### src/rtl/dma_block_copier.sv
// dma_block_copier
//
// Block-transfer sequencer placed in front of the DMA bus-access engine.
// A transfer of len bytes from src to dst runs in bursts. Up to BURST bytes
// are read into a local buffer, the bus is released, and the same bytes are
// then written out. Every access is a single-byte request on the
// dma_req/dma_ack/dma_end handshake.
//
// Optional feature macro: DMA_COPY_FILL_EN
//   When defined, the fill_i/fill_data_i ports exist. A start with fill_i=1
//   skips the read phases and writes fill_data_i to every destination byte.
//   When undefined, the block always copies.
//
// Parameters
//   BURST        buffer depth and maximum bytes per read or write phase
//                (power of two, 1..16)
//
// Ports
//   clk          system clock
//   rst_n        asynchronous active-low reset
//   start_i      one-clock pulse; latches src/dst/len; ignored while busy
//   abort_i      one-clock pulse; stops once outstanding accesses complete
//   src_i        source byte address (22 bits)
//   dst_i        destination byte address (22 bits)
//   len_i        byte count (16 bits); 0 means no transfer
//   fill_i       fill mode select, sampled at start (DMA_COPY_FILL_EN only)
//   fill_data_i  fill byte, sampled at start (DMA_COPY_FILL_EN only)
//   busy_o       transfer in progress
//   done_o       one-clock pulse when the transfer finishes or is aborted
//   aborted_o    set with done_o when abort ended the transfer
//   dma_req_o    request to the access engine (level)
//   dma_addr_o   request address
//   dma_rnw_o    1 = read, 0 = write
//   dma_wd_o     write data
//   dma_ack_i    engine latched addr/rnw/wd on this edge
//   dma_end_i    access complete; dma_rd_i valid during it
//   dma_rd_i     read data

module dma_block_copier #(
  parameter int unsigned BURST = 8
) (
  input  logic        clk,
  input  logic        rst_n,
  input  logic        start_i,
  input  logic        abort_i,
  input  logic [21:0] src_i,
  input  logic [21:0] dst_i,
  input  logic [15:0] len_i,
`ifdef DMA_COPY_FILL_EN
  input  logic        fill_i,
  input  logic [7:0]  fill_data_i,
`endif
  output logic        busy_o,
  output logic        done_o,
  output logic        aborted_o,
  output logic        dma_req_o,
  output logic [21:0] dma_addr_o,
  output logic        dma_rnw_o,
  output logic [7:0]  dma_wd_o,
  input  logic        dma_ack_i,
  input  logic        dma_end_i,
  input  logic [7:0]  dma_rd_i
);

  // Counters must hold the value BURST itself; the buffer index only 0..BURST-1.
  localparam int unsigned CW    = $clog2(BURST) + 1;
  localparam int unsigned IW    = (BURST > 1) ? $clog2(BURST) : 1;
  localparam int unsigned DEPTH = 1 << IW;
  localparam logic [CW-1:0] BURST_C = CW'(BURST);

  typedef enum logic [2:0] {
    IDLE,
    RD,
    RDRAIN,
    WR,
    WRDRAIN,
    FIN
  } copyState_t;

  copyState_t state_q, state_d;

  logic [21:0]   srcPtr_q, srcPtr_d;
  logic [21:0]   dstPtr_q, dstPtr_d;
  logic [15:0]   remaining_q, remaining_d;
  logic [CW-1:0] chunk_q, chunk_d;
  logic [CW-1:0] issued_q, issued_d;
  logic [CW-1:0] ends_q, ends_d;
  logic          abortPend_q, abortPend_d;
  logic          busy_q, busy_d;
  logic          done_q, done_d;
  logic          aborted_q, aborted_d;
  logic          dmaReq_q, dmaReq_d;
  logic [21:0]   dmaAddr_q, dmaAddr_d;
  logic          dmaRnw_q, dmaRnw_d;
  logic [7:0]    dmaWd_q, dmaWd_d;

  logic [7:0]    dataBuf_q [DEPTH];

  logic          ackHit;
  logic          endHit;
  logic          inBusy;
  logic [15:0]   remAfter;

  logic          startFill;
  logic [7:0]    startFillByte;
  logic          fillActive;
  logic [7:0]    fillValue;

`ifdef DMA_COPY_FILL_EN
  logic          fillMode_q, fillMode_d;
  logic [7:0]    fillByte_q, fillByte_d;

  assign startFill     = fill_i;
  assign startFillByte = fill_data_i;
  assign fillActive    = fillMode_q;
  assign fillValue     = fillByte_q;
`else
  assign startFill     = 1'b0;
  assign startFillByte = 8'h00;
  assign fillActive    = 1'b0;
  assign fillValue     = 8'h00;
`endif

  // Handshake pulses only mean something while a transfer is running; acks
  // are only expected in the request states, ends in any active phase.
  assign inBusy = (state_q == RD) || (state_q == RDRAIN) ||
                  (state_q == WR) || (state_q == WRDRAIN);
  assign ackHit = dma_ack_i && ((state_q == RD) || (state_q == WR));
  assign endHit = dma_end_i && inBusy;
  assign remAfter = remaining_q - 16'(chunk_q);

  function automatic logic [CW-1:0] chunkOf(input logic [15:0] rem);
    return (rem > 16'(BURST)) ? BURST_C : rem[CW-1:0];
  endfunction

  // Next-state logic for the sequencer. Pointers and counters advance on
  // every ack/end regardless of phase decisions, then the phase logic
  // decides whether to present the next request, drop the bus, or move on.
  // An abort drops the request immediately and holds the current state until
  // every acked access has ended; an ack may still land on the edge right
  // after the drop, so completion also waits for a quiet ack line.
  // The read-to-write change waits one clock after the last capture so the
  // first write byte comes from the buffer register, never from dma_rd_i.
  always_comb begin
    state_d     = state_q;
    srcPtr_d    = srcPtr_q;
    dstPtr_d    = dstPtr_q;
    remaining_d = remaining_q;
    chunk_d     = chunk_q;
    issued_d    = issued_q;
    ends_d      = ends_q;
    abortPend_d = abortPend_q;
    busy_d      = busy_q;
    done_d      = 1'b0;
    aborted_d   = aborted_q;
    dmaReq_d    = dmaReq_q;
    dmaAddr_d   = dmaAddr_q;
    dmaRnw_d    = dmaRnw_q;
    dmaWd_d     = dmaWd_q;
`ifdef DMA_COPY_FILL_EN
    fillMode_d  = fillMode_q;
    fillByte_d  = fillByte_q;
`endif

    if (ackHit) begin
      issued_d = issued_q + CW'(1);
      if (state_q == RD) begin
        srcPtr_d = srcPtr_q + 22'd1;
      end else begin
        dstPtr_d = dstPtr_q + 22'd1;
      end
    end
    if (endHit) begin
      ends_d = ends_q + CW'(1);
    end
    if (abort_i && inBusy) begin
      abortPend_d = 1'b1;
    end

    if (inBusy && abortPend_d) begin
      dmaReq_d = 1'b0;
      if (!dmaReq_q && !dma_ack_i && (ends_d == issued_d)) begin
        state_d = FIN;
      end
    end else begin
      case (state_q)
        IDLE: begin
          if (start_i) begin
            aborted_d   = 1'b0;
            busy_d      = 1'b1;
            srcPtr_d    = src_i;
            dstPtr_d    = dst_i;
            remaining_d = len_i;
            chunk_d     = chunkOf(len_i);
            issued_d    = '0;
            ends_d      = '0;
`ifdef DMA_COPY_FILL_EN
            fillMode_d  = fill_i;
            fillByte_d  = fill_data_i;
`endif
            if (len_i == 16'd0) begin
              state_d = FIN;
            end else if (startFill) begin
              state_d   = WR;
              dmaReq_d  = 1'b1;
              dmaRnw_d  = 1'b0;
              dmaAddr_d = dst_i;
              dmaWd_d   = startFillByte;
            end else begin
              state_d   = RD;
              dmaReq_d  = 1'b1;
              dmaRnw_d  = 1'b1;
              dmaAddr_d = src_i;
            end
          end
        end

        RD: begin
          if (ackHit) begin
            if (issued_d == chunk_q) begin
              dmaReq_d = 1'b0;
              state_d  = RDRAIN;
            end else begin
              dmaAddr_d = srcPtr_d;
            end
          end
        end

        RDRAIN: begin
          if (ends_q == chunk_q) begin
            state_d   = WR;
            issued_d  = '0;
            ends_d    = '0;
            dmaReq_d  = 1'b1;
            dmaRnw_d  = 1'b0;
            dmaAddr_d = dstPtr_q;
            dmaWd_d   = dataBuf_q[0];
          end
        end

        WR: begin
          if (ackHit) begin
            if (issued_d == chunk_q) begin
              dmaReq_d = 1'b0;
              state_d  = WRDRAIN;
            end else begin
              dmaAddr_d = dstPtr_d;
              dmaWd_d   = fillActive ? fillValue : dataBuf_q[issued_d[IW-1:0]];
            end
          end
        end

        WRDRAIN: begin
          if (ends_d == chunk_q) begin
            remaining_d = remAfter;
            if (remAfter != 16'd0) begin
              chunk_d  = chunkOf(remAfter);
              issued_d = '0;
              ends_d   = '0;
              dmaReq_d = 1'b1;
              if (fillActive) begin
                state_d   = WR;
                dmaRnw_d  = 1'b0;
                dmaAddr_d = dstPtr_q;
                dmaWd_d   = fillValue;
              end else begin
                state_d   = RD;
                dmaRnw_d  = 1'b1;
                dmaAddr_d = srcPtr_q;
              end
            end else begin
              state_d = FIN;
            end
          end
        end

        FIN: begin
          state_d     = IDLE;
          busy_d      = 1'b0;
          done_d      = 1'b1;
          aborted_d   = abortPend_q;
          abortPend_d = 1'b0;
          dmaReq_d    = 1'b0;
          dmaRnw_d    = 1'b1;
        end

        default: begin
          state_d = IDLE;
        end
      endcase
    end
  end

  // All sequencer state and every output is registered here, so the bus
  // signals are stable for the whole cycle leading into each ack edge.
  always_ff @(posedge clk or negedge rst_n) begin
    if (!rst_n) begin
      state_q     <= IDLE;
      srcPtr_q    <= '0;
      dstPtr_q    <= '0;
      remaining_q <= '0;
      chunk_q     <= '0;
      issued_q    <= '0;
      ends_q      <= '0;
      abortPend_q <= 1'b0;
      busy_q      <= 1'b0;
      done_q      <= 1'b0;
      aborted_q   <= 1'b0;
      dmaReq_q    <= 1'b0;
      dmaAddr_q   <= '0;
      dmaRnw_q    <= 1'b1;
      dmaWd_q     <= '0;
`ifdef DMA_COPY_FILL_EN
      fillMode_q  <= 1'b0;
      fillByte_q  <= '0;
`endif
    end else begin
      state_q     <= state_d;
      srcPtr_q    <= srcPtr_d;
      dstPtr_q    <= dstPtr_d;
      remaining_q <= remaining_d;
      chunk_q     <= chunk_d;
      issued_q    <= issued_d;
      ends_q      <= ends_d;
      abortPend_q <= abortPend_d;
      busy_q      <= busy_d;
      done_q      <= done_d;
      aborted_q   <= aborted_d;
      dmaReq_q    <= dmaReq_d;
      dmaAddr_q   <= dmaAddr_d;
      dmaRnw_q    <= dmaRnw_d;
      dmaWd_q     <= dmaWd_d;
`ifdef DMA_COPY_FILL_EN
      fillMode_q  <= fillMode_d;
      fillByte_q  <= fillByte_d;
`endif
    end
  end

  // Read data is captured in arrival order; the end counter doubles as the
  // write index because ends return in the same order as the acks.
  always_ff @(posedge clk) begin
    if (endHit && ((state_q == RD) || (state_q == RDRAIN))) begin
      dataBuf_q[ends_q[IW-1:0]] <= dma_rd_i;
    end
  end

  assign busy_o     = busy_q;
  assign done_o     = done_q;
  assign aborted_o  = aborted_q;
  assign dma_req_o  = dmaReq_q;
  assign dma_addr_o = dmaAddr_q;
  assign dma_rnw_o  = dmaRnw_q;
  assign dma_wd_o   = dmaWd_q;

endmodule
### config.mk
export PLATFORM = sky130hd
export DESIGN_NAME = dma_block_copier
export DESIGN_NICKNAME = d
export VERILOG_FILES = /design/src/rtl/dma_block_copier.sv
export SDC_FILE = /design/constraint.sdc
export NUM_CORES = 1
export LEC_CHECK = 0
export ABC_AREA = 0
export CAP_MARGIN = 20
export CORE_MARGIN = 8
export CORE_UTILIZATION = 45
export DETAILED_ROUTE_END_ITERATION = 12
export GPL_TIMING_DRIVEN = 0
export PLACE_DENSITY = 0.66
export RECOVER_POWER = 50
export SYNTH_ARGS = -nofsm -noshare
export SYNTH_HDL_FRONTEND = slang
export SYNTH_SLANG_ARGS = --single-unit
### constraint.sdc
create_clock -name clk -period 4.18 [get_ports clk]
set_input_delay 0.418 -clock clk [delete_from_list [all_inputs] [get_ports clk]]
set_output_delay 0.418 -clock clk [all_outputs]
set_load 0.1 [all_outputs]
Word level (Yosys, flattened, before mapping)
Memory sizes are Yosys's and may differ from the RTL's. Index checks and enable logic that the tools add are counted.

Memories: 1. Logic and storage cells: 166. Output and inout port bits: 35. Input bits: 74. Bits in registers: 111. Memory bits (writable): 64.

Memories: dataBuf_q (depth 8, width 8, read ports 2, clocked after memory_dff 0, wr ports 1, line 97) `logic [7:0] dataBuf_q [DEPTH];`.

Add/sub/neg operators: 5. Order comparisons: 2. Reduce and logical (&&, ||, !) cells: 31. Multiplexer cells: 81. Equality and inequality tests: 30. Bitwise logic cells: 1.

Operators by type and width (number): $mux W22 (19); $pmux W22 S5 (1); $mux W4 (17); $add A22 B1 Y22 const B (2); $mux W3 (11); $gt A16 B4 Y1 const B (2); $mux W16 (2); $pmux W16 S2 (1); $mux W8 (3); $pmux W4 S3 (2); $mux W1 (18); $ne A3 B1 Y1 const B (6); $eq A4 B4 Y1 (4); $logic_not A16 Y1 (1); $pmux W8 S2 (1); $reduce_and A8 Y1 (2); $reduce_bool A16 Y1 (1); $sub A16 B4 Y16 (1); $pmux W3 S5 (1); $ne A2 B2 Y1 const B (7); $reduce_and A11 Y1 (1); $reduce_and A5 Y1 (2); $ne A3 B3 Y1 const B (3); $add A4 B1 Y4 const B (2); other kinds (22) (40).

Longest topological paths before layout
Gate-level depths: netlist of run 1.

Depth in word-level cells: 10. Mapped depth: 11. Depth with buffers taken out: 10.

Worst setup path before layout of run 1
No wires, ideal clock.

Path type: register to register. From: reg chunk_q[0]. To: reg dmaAddr_q[10], in the netlist dma_addr_o[10]. Setup slack: 1.164 ns. Path buffers: 1. Clock period less this slack: 3.016 ns. Stages on the path, launching flop included: 11. Setup time: 0.126 ns. Data arrival time: 2.890 ns. Data required time: 4.054 ns. Cells stage by stage: dfrtp_1 -> ha_1 -> fa_1 -> nor2b_1 -> o21ai_0 -> a22o_1 -> o2111a_1 -> a21oi_1 -> nor4b_4 -> buf_6 -> mux2_4.

Word-level cells in the longest chain between the ends: 4. Elaborated cells between the ends (all ways): 11.

RTL lines: from (decl) (line 85) `logic [CW-1:0] chunk_q, chunk_d;`; from (signal assigned) (line 322) `chunk_q <= chunk_d;`; $sub A16 B4 Y16 (line 130) `assign remAfter = remaining_q - 16'(chunk_q);`; $reduce_bool A16 Y1 (line 256) `if (remAfter != 16'd0) begin`; $ne A2 B1 Y1 (no source line); $reduce_and A11 Y1 (no source line) (*); to (signal assigned) (line 330) `dmaAddr_q <= dmaAddr_d;`; to (decl) (line 93) `logic [21:0] dmaAddr_q, dmaAddr_d;`.

Every way passes the cells marked *; elsewhere a longest branch is shown, timed or not. A chain may end at the register's enable or synchronous reset.

Worst setup path in the final report of run 1
From: reg chunk_q[0]. To: reg dmaAddr_q[20], in the netlist dma_addr_o[20].

Same word-level chain as after synthesis.

==> results of run 1 <==
[layout by cell type, fill, tap and decap left out, types with 11 or more instances in the layout]
cell / synthesis / final
and3_1: 11 / 11
edfxtp_1: 64 / 64
clkbuf_1: 41 / 44
inv_1: 17 / 17
nor3_1: 23 / 23
nor2_1: 112 / 112
nand2_1: 67 / 67
o21ai_0: 47 / 47
nand4_1: 11 / 11
a22oi_1: 13 / 13
nand3_1: 25 / 25
a21oi_1: 85 / 85
clkbuf_16: 0 / 17
dlygate4sd3_1: 0 / 24
xor2_1: 40 / 40
dfrtp_1: 110 / 110
xnor2_1: 21 / 21
clkdlybuf4s50_1: 0 / 84
mux2i_1: 45 / 45
[worst paths after layout]
kind / end / slack [ns] / cells past startpoint
max reg2reg: dma_addr_o[20]$_DFFE_PN0P_ / 0.47 / 10
min in group asynchronous: dma_addr_o[6]$_DFFE_PN0P_ / 0.98 / 2
max in group asynchronous: dma_rnw_o$_DFFE_PN1P_ / 2.01 / 3
min: dma_wd_o[7]$_DFFE_PN0P_ / 0.48 / 1
max: dma_addr_o[20]$_DFFE_PN0P_ / 0.47 / 10
min reg2reg: dma_wd_o[7]$_DFFE_PN0P_ / 0.48 / 1
[sequential cells by signal, summed over array words and instances (netlist names), 8 cells and up]
signal	count
dataBuf_q	64
srcPtr_q	22
remaining_q	16
dma_wd_o	8
dstPtr_q	22
dma_addr_o	22
[routing by layer]
layer  global-route usage [%]  wire, µm
met3                     4.13      1700
met1                     27.7     12200
met2                     37.5     14000
met4                     7.80       732
met5                        0         0
[stage by stage]
stage | instances | TNS, ns | hold WS (ns) | instance area (µm²) | utilization, %
finish | 1384 | 0 | 0.480 | 11900 | 55.1
global route | 1384 | 0 | 0.502 | 11900 | 55.1
CTS | 1381 | 0 | 0.415 | 11900 | 55.1
detailed placement | 1348 | 0 | 0.317 | 11200 | 52.0
global placement | 1345 | -205.96 | 0.462 | 11200 | 51.8
floorplan | 957 | 0 | 0.122 | 9740 | -
[worst max-delay path: stages (launching register included)]
cell and delay (ns):
dfrtp_1 0.47, ha_1 0.27, fa_1 0.41, nor2b_1 0.28
o21ai_0 0.26, a22o_1 0.29, o2111a_1 0.32, a21oi_1 0.27
nor4b_4 0.42, buf_6 0.25, mux2_1 0.34
[report_power, final]
part           leakage, nW  internal [mW]  switching (mW)
clock network        0.307          0.837           0.839
registers             1.89           2.35           0.525
logic                 2.44           2.10            3.75
total                 4.64           5.29            5.12
[cell type report]
type                    count  area (µm²)  share of cell area, %
plain buffers              57         246                   2.07
inverters                  19        71.3                  0.600
repair buffers            115        1150                   9.69
multi-input cells         706        4720                   39.7
flip-flops and latches    175        4700                   39.6
clock buffers              17         425                   3.58
well taps                 280         350                   2.95
clock inverters            15         214                   1.80
[cell families after synthesis]
family	synth area share (%)
buffers and inverters	3.26
and+or+nand+nor	16.2
xor gates and xnor gates	5.65
AOI/OAI and AO/OA	16.0
DFF	48.3
adders and majority gates	1.23
muxes	9.31
[timing repair]
action / in CTS / in global routing
hold buffers: 1 / 0
endpoints found under the hold margin: 29 / 0
buffers inserted: 0 / 0
resized for setup: 0 / 0
==> flow_metrics.env, run 1 <==
export IMPL_synth_area_um2=9740
export IMPL_antenna_left=0
export IMPL_synth_cells=957
export IMPL_worstMarginPinSlew_ns=1.78
export IMPL_core_area_um2=21600
export IMPL_period_needed_ns=3.71
export IMPL_avgRoutedWirePerCell_um=20.7
export IMPL_worstPathArrival_ns=4.04
export IMPL_power_density_nw_per_um2=876
export IMPL_htreeDepth=4
export IMPL_std_cell_rows=54
export IMPL_grt_max_degree=83
export IMPL_cts_inserted_buffers=17
export IMPL_syn_area_per_cell_um2=10.2
export IMPL_ys_types=78
export IMPL_antenna_found_initial=0
export IMPL_clock_sinks=175
export IMPL_initial_core_util_pct=45.2
export IMPL_grt_ovfl_total=0
export IMPL_dr_pass1_iters=5
export IMPL_worstHoldPathType="flop to flop"
export IMPL_port_buffers=108
export IMPL_syn_num_nets=1040
export IMPL_fin_crit_sh_pct=88.7
export IMPL_nNetsFinal=1174
export IMPL_netlist_top_cells_count="nor2_1, dfrtp_1, a21oi_1, nand2_1, edfxtp_1"
export IMPL_cts_tree="yes"
export IMPL_gr_usage_all_layers_pct=22.1
export IMPL_io_pins=109
export IMPL_clk_latency_ns=0.44
export IMPL_num_vias=8051
export IMPL_drive_gt1_share_pct=7.88
export IMPL_syn_to_final_growth_pct=22.0
export IMPL_cp_end_kind="flop"
export IMPL_synthTopCellsByArea="dfrtp_1, edfxtp_1, mux2i_1"
export IMPL_grt_pass1_wl_um=45900
export IMPL_setup_viol=0
export IMPL_synth_edf_count=64
export IMPL_die_x_um=163
export IMPL_start_kind="flop"
export IMPL_p_leak_nw=4.64
export IMPL_cp_max_fo=10
export IMPL_root_buffer="clkbuf_16"
export IMPL_drtIter0Drc=687
export IMPL_cap_viol_max_count=1
export IMPL_place_hpwl_um=21000
export IMPL_fillers=1928
export IMPL_r2r_start="chunk_q[0]$_DFFE_PN0P_"
export IMPL_maxSlewViolCount=30
export IMPL_clock_path_buffers=2
export IMPL_hold_violations=0
export IMPL_outcome="finished, violations left"
export IMPL_crit_type="flop to flop"
export IMPL_synth_flop_cell="dfrtp_1"
export IMPL_crit_start="chunk_q[0]$_DFFE_PN0P_"
export IMPL_synth_seq_area_share_pct=48.3
export IMPL_synth_top_area_share_pct=28.3
export IMPL_routed_wl_um=28700
export IMPL_rsz0062_at_grt="false"
export IMPL_viasPerCell=5.82
export IMPL_fin_skew_ns=0.0125
export IMPL_dpl_worst_slack_ns=0.552
export IMPL_yosysTopAreaCell="dfrtp_1"
export IMPL_setup_ws_ns=0.472
export IMPL_yosys_cell_count_top_type="nor2_1"
export IMPL_ys_async_sr_fraction_pct=63.4
export IMPL_synth_warnings=0
export IMPL_clock_fmax_mhz=270
export IMPL_drc_errors=0
export IMPL_place_gp_congestion=0.897
export IMPL_worstHoldStart="dma_wd_o[7]$_DFFE_PN0P_"
export IMPL_total_power_mw=10.4
export IMPL_crit_required_ns=4.51
export IMPL_die_y_um=163
export IMPL_violations="capacitance limit, slew limit"
export IMPL_ys_seq_elements=175
export IMPL_num_antenna_cells=0
export IMPL_grt_pass1_vias=8254
export IMPL_max_slew_margin_pct=-18.6
export IMPL_ir_worst_vdd_mv=0.352
export IMPL_clkSlewWorstSetupHoldPaths_ns=0.08
export IMPL_fp_dieArea_um2=26600
Power figures use the tool's default switching activity.
==> run 2, diff against run 1 <==
==> constraint.sdc (replaced) <==
create_clock -name clk -period 4.18 [get_ports clk]
set_input_delay 0.627 -clock clk [delete_from_list [all_inputs] [get_ports clk]]
set_output_delay 0.627 -clock clk [all_outputs]
set_load 0.1 [all_outputs]
==> flow_metrics.env, run 2 (same netlist as run 1, synthesis figures left out) <==
export IMPL_outcome="finished, violations left"
export IMPL_violations="capacitance limit, slew limit"
export IMPL_clk_latency_ns=0.44
export IMPL_cp_cell_sequence="ha_1, fa_1, nor2b_1, o21ai_0, a22o_1, o2111a_1, a21oi_1, nor4b_4, buf_6, mux2_1"
export IMPL_maxSlewViolCount=30
export IMPL_crit_required_ns=4.51
export IMPL_grt_ovfl_total=0
export IMPL_holdBufCountCts=0
export IMPL_period_needed_ns=3.72
export IMPL_p_int_mw=5.31
export IMPL_worstPathArrival_ns=4.05
export IMPL_num_antenna_cells=0
export IMPL_clkSlewWorstSetupHoldPaths_ns=0.08
export IMPL_antenna_found_initial=0
export IMPL_syn_to_final_growth_pct=21.9
export IMPL_power_density_nw_per_um2=878
export IMPL_routed_wl_um=28600
export IMPL_drtIter0Drc=699
export IMPL_grt_max_degree=83
export IMPL_cp_end_kind="flop"
export IMPL_clock_sinks=175
export IMPL_top_layer_used="met4"
export IMPL_viasPerCell=5.82
export IMPL_fin_crit_sh_pct=88.9
export IMPL_instances_no_fill=1383
export IMPL_cp_top_family="compound AO/OA/AOI/OAI gates"
export IMPL_pwr_share_comb_pct=56.3
export IMPL_num_vias=8053
export IMPL_ctsResizeCount=0
export IMPL_crit_type="flop to flop"
export IMPL_total_power_mw=10.4
export IMPL_ir_worst_vdd_mv=0.352
export IMPL_setup_viol=0
export IMPL_place_gp_congestion=0.897
export IMPL_p_leak_nw=4.62
export IMPL_worstHoldPathCells=1
export IMPL_p_seq_share_pct=27.7
export IMPL_path_buf_inv=1
export IMPL_postCtsSetupBuffers=0
export IMPL_htreeDepth=4
export IMPL_gr_usage_all_layers_pct=22.1
export IMPL_p_sw_mw=5.12
export IMPL_fillers=1929
export IMPL_cap_viol_max_count=1
export IMPL_initial_core_util_pct=45.2
export IMPL_die_x_um=163
export IMPL_mostFrequentLayoutCells="nor2_1, dfrtp_1, clkdlybuf4s50_1"
export IMPL_largest_reg_flops=64
export IMPL_wl_met3_um=1590
export IMPL_cp_slowest_cell="dfrtp_1"
export IMPL_root_buffer="clkbuf_16"
export IMPL_rsz0062_at_grt="false"
export IMPL_std_cell_rows=54
export IMPL_worstHoldPathType="flop to flop"
export IMPL_grt_pass1_wl_um=45800
export IMPL_fin_skew_ns=0.0127
export IMPL_path_depth=10
export IMPL_m1WireLength_um=12300
export IMPL_worstMarginPinSlew_ns=1.77
export IMPL_avgRoutedWirePerCell_um=20.7
export IMPL_port_buffers=108
export IMPL_dr_pass1_iters=5
export IMPL_grt_pass1_vias=8257
export IMPL_clock_path_buffers=2
export IMPL_switching_share_pct=49.1
export IMPL_cp_max_fo=10
export IMPL_core_area_um2=21600
export IMPL_wl_met2_um=14100
export IMPL_io_pins=109
export IMPL_place_hpwl_um=21000
export IMPL_worstRegToRegCells=10
export IMPL_die_y_um=163
export IMPL_dpl_cell_count=1348
export IMPL_final_common_cell="nor2_1"
export IMPL_drc_errors=0
export IMPL_clock_fmax_mhz=269
export IMPL_fp_dieArea_um2=26600
export IMPL_cpPeakStageDelay_ns=0.47
export IMPL_hold_violations=0
export IMPL_antenna_left=0
export IMPL_cts_tree="yes"
export IMPL_cts_inserted_buffers=17
export IMPL_clkPwrFrac_pct=16.0
export IMPL_nNetsFinal=1173
export IMPL_drive_gt1_share_pct=7.71
export IMPL_start_kind="flop"
export IMPL_max_slew_margin_pct=-17.8
## run 2: cell types whose count changed in the layout (fill, tap and decap cells not counted), sizes merged
cell	before	now
dlygate4sd3	24	13
clkdlybuf4s50	84	94
buf	20	18
clkbuf	61	63
## run 2: final cells by class
cell class / count / area [µm²] / area share, %
multi-input combinational: 706 / 4720 / 39.8
sequential: 175 / 4700 / 39.6
timing repair buffer: 114 / 1140 / 9.61
clock buffer: 17 / 425 / 3.58
tap: 280 / 350 / 2.95
buffer: 57 / 245 / 2.07
clock inverter: 15 / 214 / 1.80
inverter: 19 / 71.3 / 0.601
## run 2: worst paths after layout
kind,from,end,slack (ns)
setup / recovery,chunk_q[0]$_DFFE_PN0P_,dma_addr_o[20]$_DFFE_PN0P_,0.46
hold / removal,dma_wd_o[7]$_DFFE_PN0P_,dma_wd_o[7]$_DFFE_PN0P_,0.48
setup reg to reg,chunk_q[0]$_DFFE_PN0P_,dma_addr_o[20]$_DFFE_PN0P_,0.46
hold reg to reg,dma_wd_o[7]$_DFFE_PN0P_,dma_wd_o[7]$_DFFE_PN0P_,0.48
max in group asynchronous,rst_n,dma_rnw_o$_DFFE_PN1P_,2.36
min in group asynchronous,rst_n,dma_addr_o[6]$_DFFE_PN0P_,0.64
## run 2: power groups by stage
stage	Sequential, mW	Combinational, mW	Clock [mW]
after floorplan	3.92	3.26	0
after global placement	2.89	5.77	0
after detailed placement	2.90	5.84	0
after CTS	2.87	5.87	1.70
after global routing	2.96	6.32	1.77
final	2.88	5.87	1.67
## run 2: metal layers
layer	vias to the layer above	GRT usage, %
met1	3925	27.5
met5	-	0
met4	0	7.88
met2	266	37.5
met3	53	4.21
li1	3809	-
## run 2: through the flow
stage	setup slack, ns	hold WS [ns]	utilization, %	setup TNS, ns	cell area [µm²]
floorplan	1.16	0.331	-	0	9740
global placement	-2.09	0.462	51.8	-229.16	11200
detailed placement	0.398	0.466	52.0	0	11200
CTS	0.506	0.0562	55.0	0	11900
global route	0.262	0.502	55.1	0	11900
finish	0.463	0.480	55.1	0	11900
==> run 3, diff against run 2 <==
Settings changed: CORE_MARGIN 8 to not set, CTS_CLUSTER_SIZE set to 8.
==> flow_metrics.env, run 3 (same netlist as run 1, synthesis figures left out) <==
export IMPL_outcome="finished, violations left"
export IMPL_violations="capacitance limit, slew limit"
export IMPL_cts_inserted_buffers=17
export IMPL_nNetsFinal=1172
export IMPL_fin_crit_sh_pct=88.6
export IMPL_holdBufCountCts=0
export IMPL_ir_worst_vdd_mv=0.450
export IMPL_setup_viol=0
export IMPL_num_antenna_cells=0
export IMPL_clock_path_buffers=2
export IMPL_dpl_worst_slack_ns=0.247
export IMPL_crit_required_ns=4.50
export IMPL_gr_usage_all_layers_pct=26.4
export IMPL_viasPerCell=5.94
export IMPL_root_buffer="clkbuf_16"
export IMPL_clkSlewWorstSetupHoldPaths_ns=0.08
export IMPL_dpl_cell_area_um2=11200
export IMPL_p_int_mw=5.27
export IMPL_largest_reg_flops=64
export IMPL_worstPathArrival_ns=4.02
export IMPL_dr_pass1_iters=5
export IMPL_final_area_um2=11800
export IMPL_cap_viol_max_count=1
export IMPL_top_layer_used="met4"
export IMPL_p_seq_share_pct=27.7
export IMPL_crit_type="flop to flop"
export IMPL_total_power_mw=10.4
export IMPL_antenna_found_initial=0
export IMPL_drc_errors=0
export IMPL_ctsResizeCount=0
export IMPL_place_hpwl_um=20100
export IMPL_place_gp_congestion=0.921
export IMPL_m1WireLength_um=12000
export IMPL_p_leak_nw=4.60
export IMPL_avgRoutedWirePerCell_um=20.4
export IMPL_final_util_pct=55.8
export IMPL_antenna_left=0
export IMPL_max_slew_margin_pct=-61.5
export IMPL_mostFrequentLayoutCells="nor2_1, dfrtp_1, clkdlybuf4s50_1"
export IMPL_hold_violations=0
export IMPL_grt_max_degree=95
export IMPL_final_common_cell="nor2_1"
export IMPL_maxSlewViolCount=95
export IMPL_p_sw_mw=5.15
export IMPL_clock_fmax_mhz=270
export IMPL_cp_max_fo=10
export IMPL_switching_share_pct=49.4
export IMPL_fin_skew_ns=0.0156
export IMPL_wl_met2_um=13500
export IMPL_cts_tree="yes"
export IMPL_clock_sinks=175
export IMPL_initial_core_util_pct=46.0
export IMPL_clkPwrFrac_pct=16.0
export IMPL_die_x_um=149
export IMPL_drtIter0Drc=769
export IMPL_clk_latency_ns=0.44
export IMPL_routed_wl_um=28200
export IMPL_postCtsSetupBuffers=0
export IMPL_start_kind="flop"
export IMPL_pwr_share_comb_pct=56.3
export IMPL_period_needed_ns=3.70
export IMPL_setup_ws_ns=0.479
export IMPL_drive_gt1_share_pct=7.62
export IMPL_worstMarginPinSlew_ns=2.42
export IMPL_worstRegToRegCells=10
export IMPL_grt_ovfl_total=0
export IMPL_grt_pass1_wl_um=44200
export IMPL_cp_end_kind="flop"
export IMPL_core_area_um2=21200
export IMPL_fp_dieArea_um2=22200
export IMPL_wl_met3_um=1790
export IMPL_timing_hold_ws_ns=0.332
export IMPL_htreeDepth=4
export IMPL_std_cell_rows=53
export IMPL_io_pins=109
export IMPL_die_y_um=149
export IMPL_power_density_nw_per_um2=883
export IMPL_syn_to_final_growth_pct=21.2
export IMPL_fillers=1880
export IMPL_port_buffers=108
export IMPL_worstHoldPathType="input port to asynchronous set/reset pin"
export IMPL_rsz0062_at_grt="false"
export IMPL_grt_pass1_vias=8080
export IMPL_num_vias=8174
==> run 3: cell count changes in the layout (fill, tap and decap cells not counted), moves of 2 or more <==
| cell | before | now |
|---|---|---|
| dlygate4sd3_1 | 13 | 18 |
| clkbuf_2 | 0 | 2 |
| buf_4 | 3 | 0 |
| clkdlybuf4s50_1 | 94 | 89 |
| buf_2 | 8 | 10 |
| clkinv_8 | 6 | 3 |
==> run 3: routing by layer <==
metal  GRT usage, %  vias up
li1               -     3790
met1           34.8     3975
met2           43.3      338
met3           4.31       71
met4           10.7        0
met5              0        -
==> run 3: area by class of cell <==
cell class                      count  area, µm²  area share [%]
Multi-Input combinational cell    706       4720            40.0
Clock inverter                     15        193            1.63
Sequential cell                   175       4700            39.8
Buffer                             57        245            2.08
Inverter                           19       71.3           0.604
Clock buffer                       17        425            3.60
Tap cell                          275        344            2.92
Timing Repair Buffer              113       1100            9.32
==> run 3: power by group through the flow <==
stage	clock [mW]	combinational, mW	sequential (mW)
final	1.67	5.87	2.89
after global routing	1.75	6.29	2.96
after CTS	1.68	5.86	2.87
after detailed placement	0	5.83	2.90
after global placement	0	5.76	2.89
after floorplan	0	3.26	3.92
==> run 3: per-stage QoR <==
stage | TNS (ns) | instances
3_3_place_gp | -235.62 | 1340
5_1_grt | 0 | 1377
3_5_place_dp | 0 | 1343
6_report | 0 | 1377
2_1_floorplan | 0 | 957
4_1_cts | 0 | 1375
==> run 3: critical path, cell delays in order (launching register included) <==
cell	delay, ns
dfrtp_1	0.45
ha_1	0.27
fa_1	0.43
nor2b_1	0.27
o21ai_0	0.25
a22o_1	0.27
o2111a_1	0.31
a21oi_1	0.29
nor4b_4	0.45
buf_6	0.26
mux2_1	0.33
==> run 3: final timing paths <==
path / start / end / slack (ns)
max: chunk_q[0]$_DFFE_PN0P_ / dma_addr_o[20]$_DFFE_PN0P_ / 0.48
min: rst_n / remaining_q[13]$_DFFE_PN0P_ / 0.33
min in group clk: dma_wd_o[6]$_DFFE_PN0P_ / dma_wd_o[6]$_DFFE_PN0P_ / 0.48
min reg2reg: dma_wd_o[6]$_DFFE_PN0P_ / dma_wd_o[6]$_DFFE_PN0P_ / 0.48
max reg2reg: chunk_q[0]$_DFFE_PN0P_ / dma_addr_o[20]$_DFFE_PN0P_ / 0.48
max in group asynchronous: rst_n / dstPtr_q[9]$_DFF_PN0_ / 0.95
==> patch 1: new RTL, settings of run 3 <==
The parameter `BURST` goes from 8 to 4.
--- a/src/rtl/dma_block_copier.sv
+++ b/src/rtl/dma_block_copier.sv
@@ -37,7 +37,7 @@
 //   dma_rd_i     read data
 
 module dma_block_copier #(
-  parameter int unsigned BURST = 8
+  parameter int unsigned BURST = 4
 ) (
   input  logic        clk,
   input  logic        rst_n,
Check against the original RTL: no difference found for any inputs over 4 cycles, from zero or initial values and one cycle with rst_n low; that may be too few to reach the edited logic, so the function may still have changed.
==> patch 1 against run 3 <==
  * The run still ends with max-capacitance violations, max-slew violations left
  * Combinational power down 11%
  * Sequential cell count is 35 lower
  * Routed wire length shrank 13%
  * Power fell by 11%
  * Worst hold slack gained 0.16 ns
  * Design area down 14%
  * Synthesized area fell by 16%
  * Setup slack worse by 0.17 ns
  * Count of clock-buffer cells in the layout is the same
  * Critical path type is now in -> reg
==> patch 1: results <==
set metrics [dict create \
    ir_drop_mv 0.6119 \
    wl_met2_mm 11.02 \
    crit_path_top_delay_cell "sky130_fd_sc_hd__nor3_1" \
    cpLargestDelayFamily "simple AND/OR/NAND/NOR gates" \
    final_layout_size_suffix_gt1_frac 0.09684 \
    slew_viol_final 38 \
    synth_top_cells_by_count "sky130_fd_sc_hd__dfrtp_1 (107), sky130_fd_sc_hd__nor2_1 (104), sky130_fd_sc_hd__a21oi_1 (78), sky130_fd_sc_hd__nand2_1 (47), sky130_fd_sc_hd__o21ai_0 (42)" \
    globalplace.congestion 0.8938 \
    grt_start_max_net_pins 72 \
    arrival_ns 4.18 \
    netlist-cell-type-count 72 \
    drt_wl_total_mm 24.55 \
    first_global_vias 6998 \
    worst_path_largest_cell_delay_ns 0.98 \
    groute.layer.met2.usage 0.4154 \
    max_reg_flops 32 \
    worst_r2r_path_depth 11 \
    grt_util_met1 0.3818 \
    synth_async_sr_flop_share 0.7714 \
    outcome "finished with violations" \
    grtUsageTotal 0.2709 \
    layout_worst_path_cycle_share 0.9260 \
    failing_checks "max-capacitance violations, max-slew violations" \
    drt_iter0_markers 639 \
    post_synth_main_area_contributors "sky130_fd_sc_hd__dfrtp_1 (33%), sky130_fd_sc_hd__edfxtp_1 (12%), sky130_fd_sc_hd__a21oi_1 (4.8%)" \
    grt_first_pass_wirelength_mm 37.82 \
    drv_cap 1 \
]
==> patch 1: metrics by stage <==
stage	TNS, ns	cell area (um^2)	util	instances
2_1_floorplan	0	8157	-	839
3_3_place_gp	-211.70	9519	0.5447	1172
3_5_place_dp	-0.01232	9548	0.5463	1173
4_1_cts	0	10160	0.5815	1205
5_1_grt	0	10160	0.5813	1206
6_report	0	10160	0.5813	1206
==> patch 1: worst max-delay path by stage <==
stage,start,endpoint,cells after the start
after floorplan,chunk_q[0]$_DFFE_PN0P_,dma_addr_o[10]$_DFFE_PN0P_,11
after global placement,rst_n,remaining_q[6]$_DFFE_PN0P_,1
after detailed placement,dma_ack_i,dma_addr_o[14]$_DFFE_PN0P_,9
after CTS,dma_ack_i,dma_addr_o[14]$_DFFE_PN0P_,9
after global routing,dma_ack_i,dma_addr_o[14]$_DFFE_PN0P_,9
final,dma_ack_i,dma_addr_o[14]$_DFFE_PN0P_,9
==> patch 1: area by class of cell <==
cell class                 instances  area (um^2)
multi-input combinational        639         4233
clock inverter                    15        188.9
buffer                            47        210.2
tap                              225        281.5
clock buffer                      17        425.4
fill                            1500         7317
sequential                       140         3665
inverter                          13        48.80
timing repair buffer             110         1107
==> patch 1: power breakdown <==
group          leakage (uW)  total [uW]  internal, uW  switching, uW
Combinational       0.00211        5220          1870           3360
Clock              0.000306        1600           917            683
Sequential          0.00156        2500          1950            547
==> patch 1: kinds of logic (layout without fill, tap and decap cells) <==
kind of cell | count (synthesis) | count (layout) | share of synthesized area
AND/OR/NAND/NOR | 289 | 289 | 0.1786
AO/OA/AOI/OAI | 224 | 224 | 0.1741
flip-flops | 140 | 140 | 0.4493
XOR/XNOR | 61 | 61 | 0.06734
buffers and inverters | 60 | 202 | 0.03175
multiplexers | 54 | 54 | 0.08115
adder cells (fa/ha/maj) | 11 | 11 | 0.01779
==> patch 2: new RTL, settings of run 3 <==
Without the edit above. `dmaAddr_q` no longer has a reset.
--- a/src/rtl/dma_block_copier.sv
+++ b/src/rtl/dma_block_copier.sv
@@ -307,7 +307,6 @@
       done_q      <= 1'b0;
       aborted_q   <= 1'b0;
       dmaReq_q    <= 1'b0;
-      dmaAddr_q   <= '0;
       dmaRnw_q    <= 1'b1;
       dmaWd_q     <= '0;
 `ifdef DMA_COPY_FILL_EN
@@ -327,7 +326,6 @@
       done_q      <= done_d;
       aborted_q   <= aborted_d;
       dmaReq_q    <= dmaReq_d;
-      dmaAddr_q   <= dmaAddr_d;
       dmaRnw_q    <= dmaRnw_d;
       dmaWd_q     <= dmaWd_d;
 `ifdef DMA_COPY_FILL_EN
@@ -335,6 +333,10 @@
       fillByte_q  <= fillByte_d;
 `endif
     end
+  end
+
+  always_ff @(posedge clk) begin
+    dmaAddr_q <= dmaAddr_d;
   end
 
   // Read data is captured in arrival order; the end counter doubles as the
Function: changed (a bounded check fails within 4 cycles, from zero or initial values and one cycle with rst_n low).
==> patch 2 against run 3 <==
  * The run still ends with max-capacitance violations, max-slew violations left
  * Setup slack lost 0.043 ns
  * Synthesized cell count grew 1.7%
  * Design area grew 0.60%
  * First-iteration DRC count grew 6.4%
  * Global-route usage grew 1.2 points
  * Synthesized area grew 0.28%
  * Die area grew 0.27%
  * Sequential cell count is the same
  * Register-to-register slack gained 0.04 ns
  * Routed wire length grew 6.3%
  * Power shrank 3.6%
  * Largest power group unchanged
==> patch 2: results <==
set metrics [dict create \
    initial_antenna_violation_count 1 \
    grt_first_pass_wirelength_mm 46.04 \
    clock_tree_area_fraction 0.05301 \
    slew_viol_final 92 \
    initial_utilization 0.4618 \
    ff2ff_setup_slack_ns 0.52 \
    n_fill_cell 1874 \
    sequential_cell_total 175 \
    globalplace.congestion 0.9219 \
    first_global_vias 8110 \
    synth_nets 1056 \
    multi_input_gates 709 \
    flip_flop_and_latch_share_of_the_layout_cell_area 0.4052 \
    synth_compound_area_frac 0.1786 \
    final_layout_size_suffix_gt1_frac 0.06547 \
    ir_drop_mv 0.5100 \
    largestClassByArea "flip-flops and latches" \
    synth.yosys.seq_area_share 0.4925 \
    dp_hpwl_mm 21.45 \
    total_via_count_in_the_routed_design 8468 \
    power_density_nw_per_um2 845.9 \
    drv_cap 2 \
    synth-adder-area-share 0.01230 \
    power.net_switching_uw 5075 \
    post_synth_main_area_contributors "sky130_fd_sc_hd__edfxtp_1 (26%), sky130_fd_sc_hd__dfrtp_1 (23%), sky130_fd_sc_hd__nor2_1 (4.5%)" \
    netlist-cell-type-count 83 \
    hold_path_class "reg -> reg" \
    post_synth_xor_area_fraction 0.06533 \
    outcome "finished with violations" \
    reg2reg_to "dma_addr_o[12]$_DFFE_PP_" \
    post_drt_wl_per_cell_um 21.52 \
    cpLargestDelayFamily "simple AND/OR/NAND/NOR gates" \
    timing.rr.start "chunk_q[3]$_DFFE_PN0P_" \
    footprint_of_the_multi_input_gates_um2 4617 \
    arrival_ns 3.98 \
    pre_cts_ws_ns 0.08747 \
    buffer_area_frac 0.1136 \
    leakagePower_uw 0.004391 \
    combinationalPowerShare 0.537 \
    hold-path-cell-count 2 \
    cts_setup_buffers 0 \
    worst-slew-pin-transition_ns 1.785 \
    edff_count_synth 86 \
    failing_checks "max-capacitance violations, max-slew violations" \
    synth_top_cells_by_count "sky130_fd_sc_hd__nor2_1 (117), sky130_fd_sc_hd__dfrtp_1 (88), sky130_fd_sc_hd__edfxtp_1 (86), sky130_fd_sc_hd__a21oi_1 (82), sky130_fd_sc_hd__nand2_1 (53)" \
    worstSetupEndpoint "dma_addr_o[21]$_DFFE_PP_" \
    worst_path_largest_cell_delay_ns 0.87 \
    antennaDiodeCount 1 \
]
==> patch 2: metal layers <==
layer	wire length (um)	global-route usage	part of all wire	vias up
li1	-	-	-	3878
met1	12640	0.3654	0.42	4133
met2	14400	0.4509	0.48	394
met3	1938	0.04343	0.065	63
met4	947	0.1163	0.032	0
met5	0	0	0	-
==> patch 2: per-stage QoR <==
| step | hold WS [ns] | instances | instance area [um^2] | TNS (ns) |
|---|---|---|---|---|
| 3_5_place_dp | 0.4879 | 1358 | 11270 | 0 |
| 3_3_place_gp | 0.4809 | 1356 | 11200 | -128.48 |
| 5_1_grt | 0.5436 | 1390 | 11870 | 0 |
| 4_1_cts | 0.1094 | 1390 | 11900 | 0 |
| 6_report | 0.5068 | 1391 | 11870 | 0 |
| 2_1_floorplan | 0.3314 | 973 | 9773 | 0 |
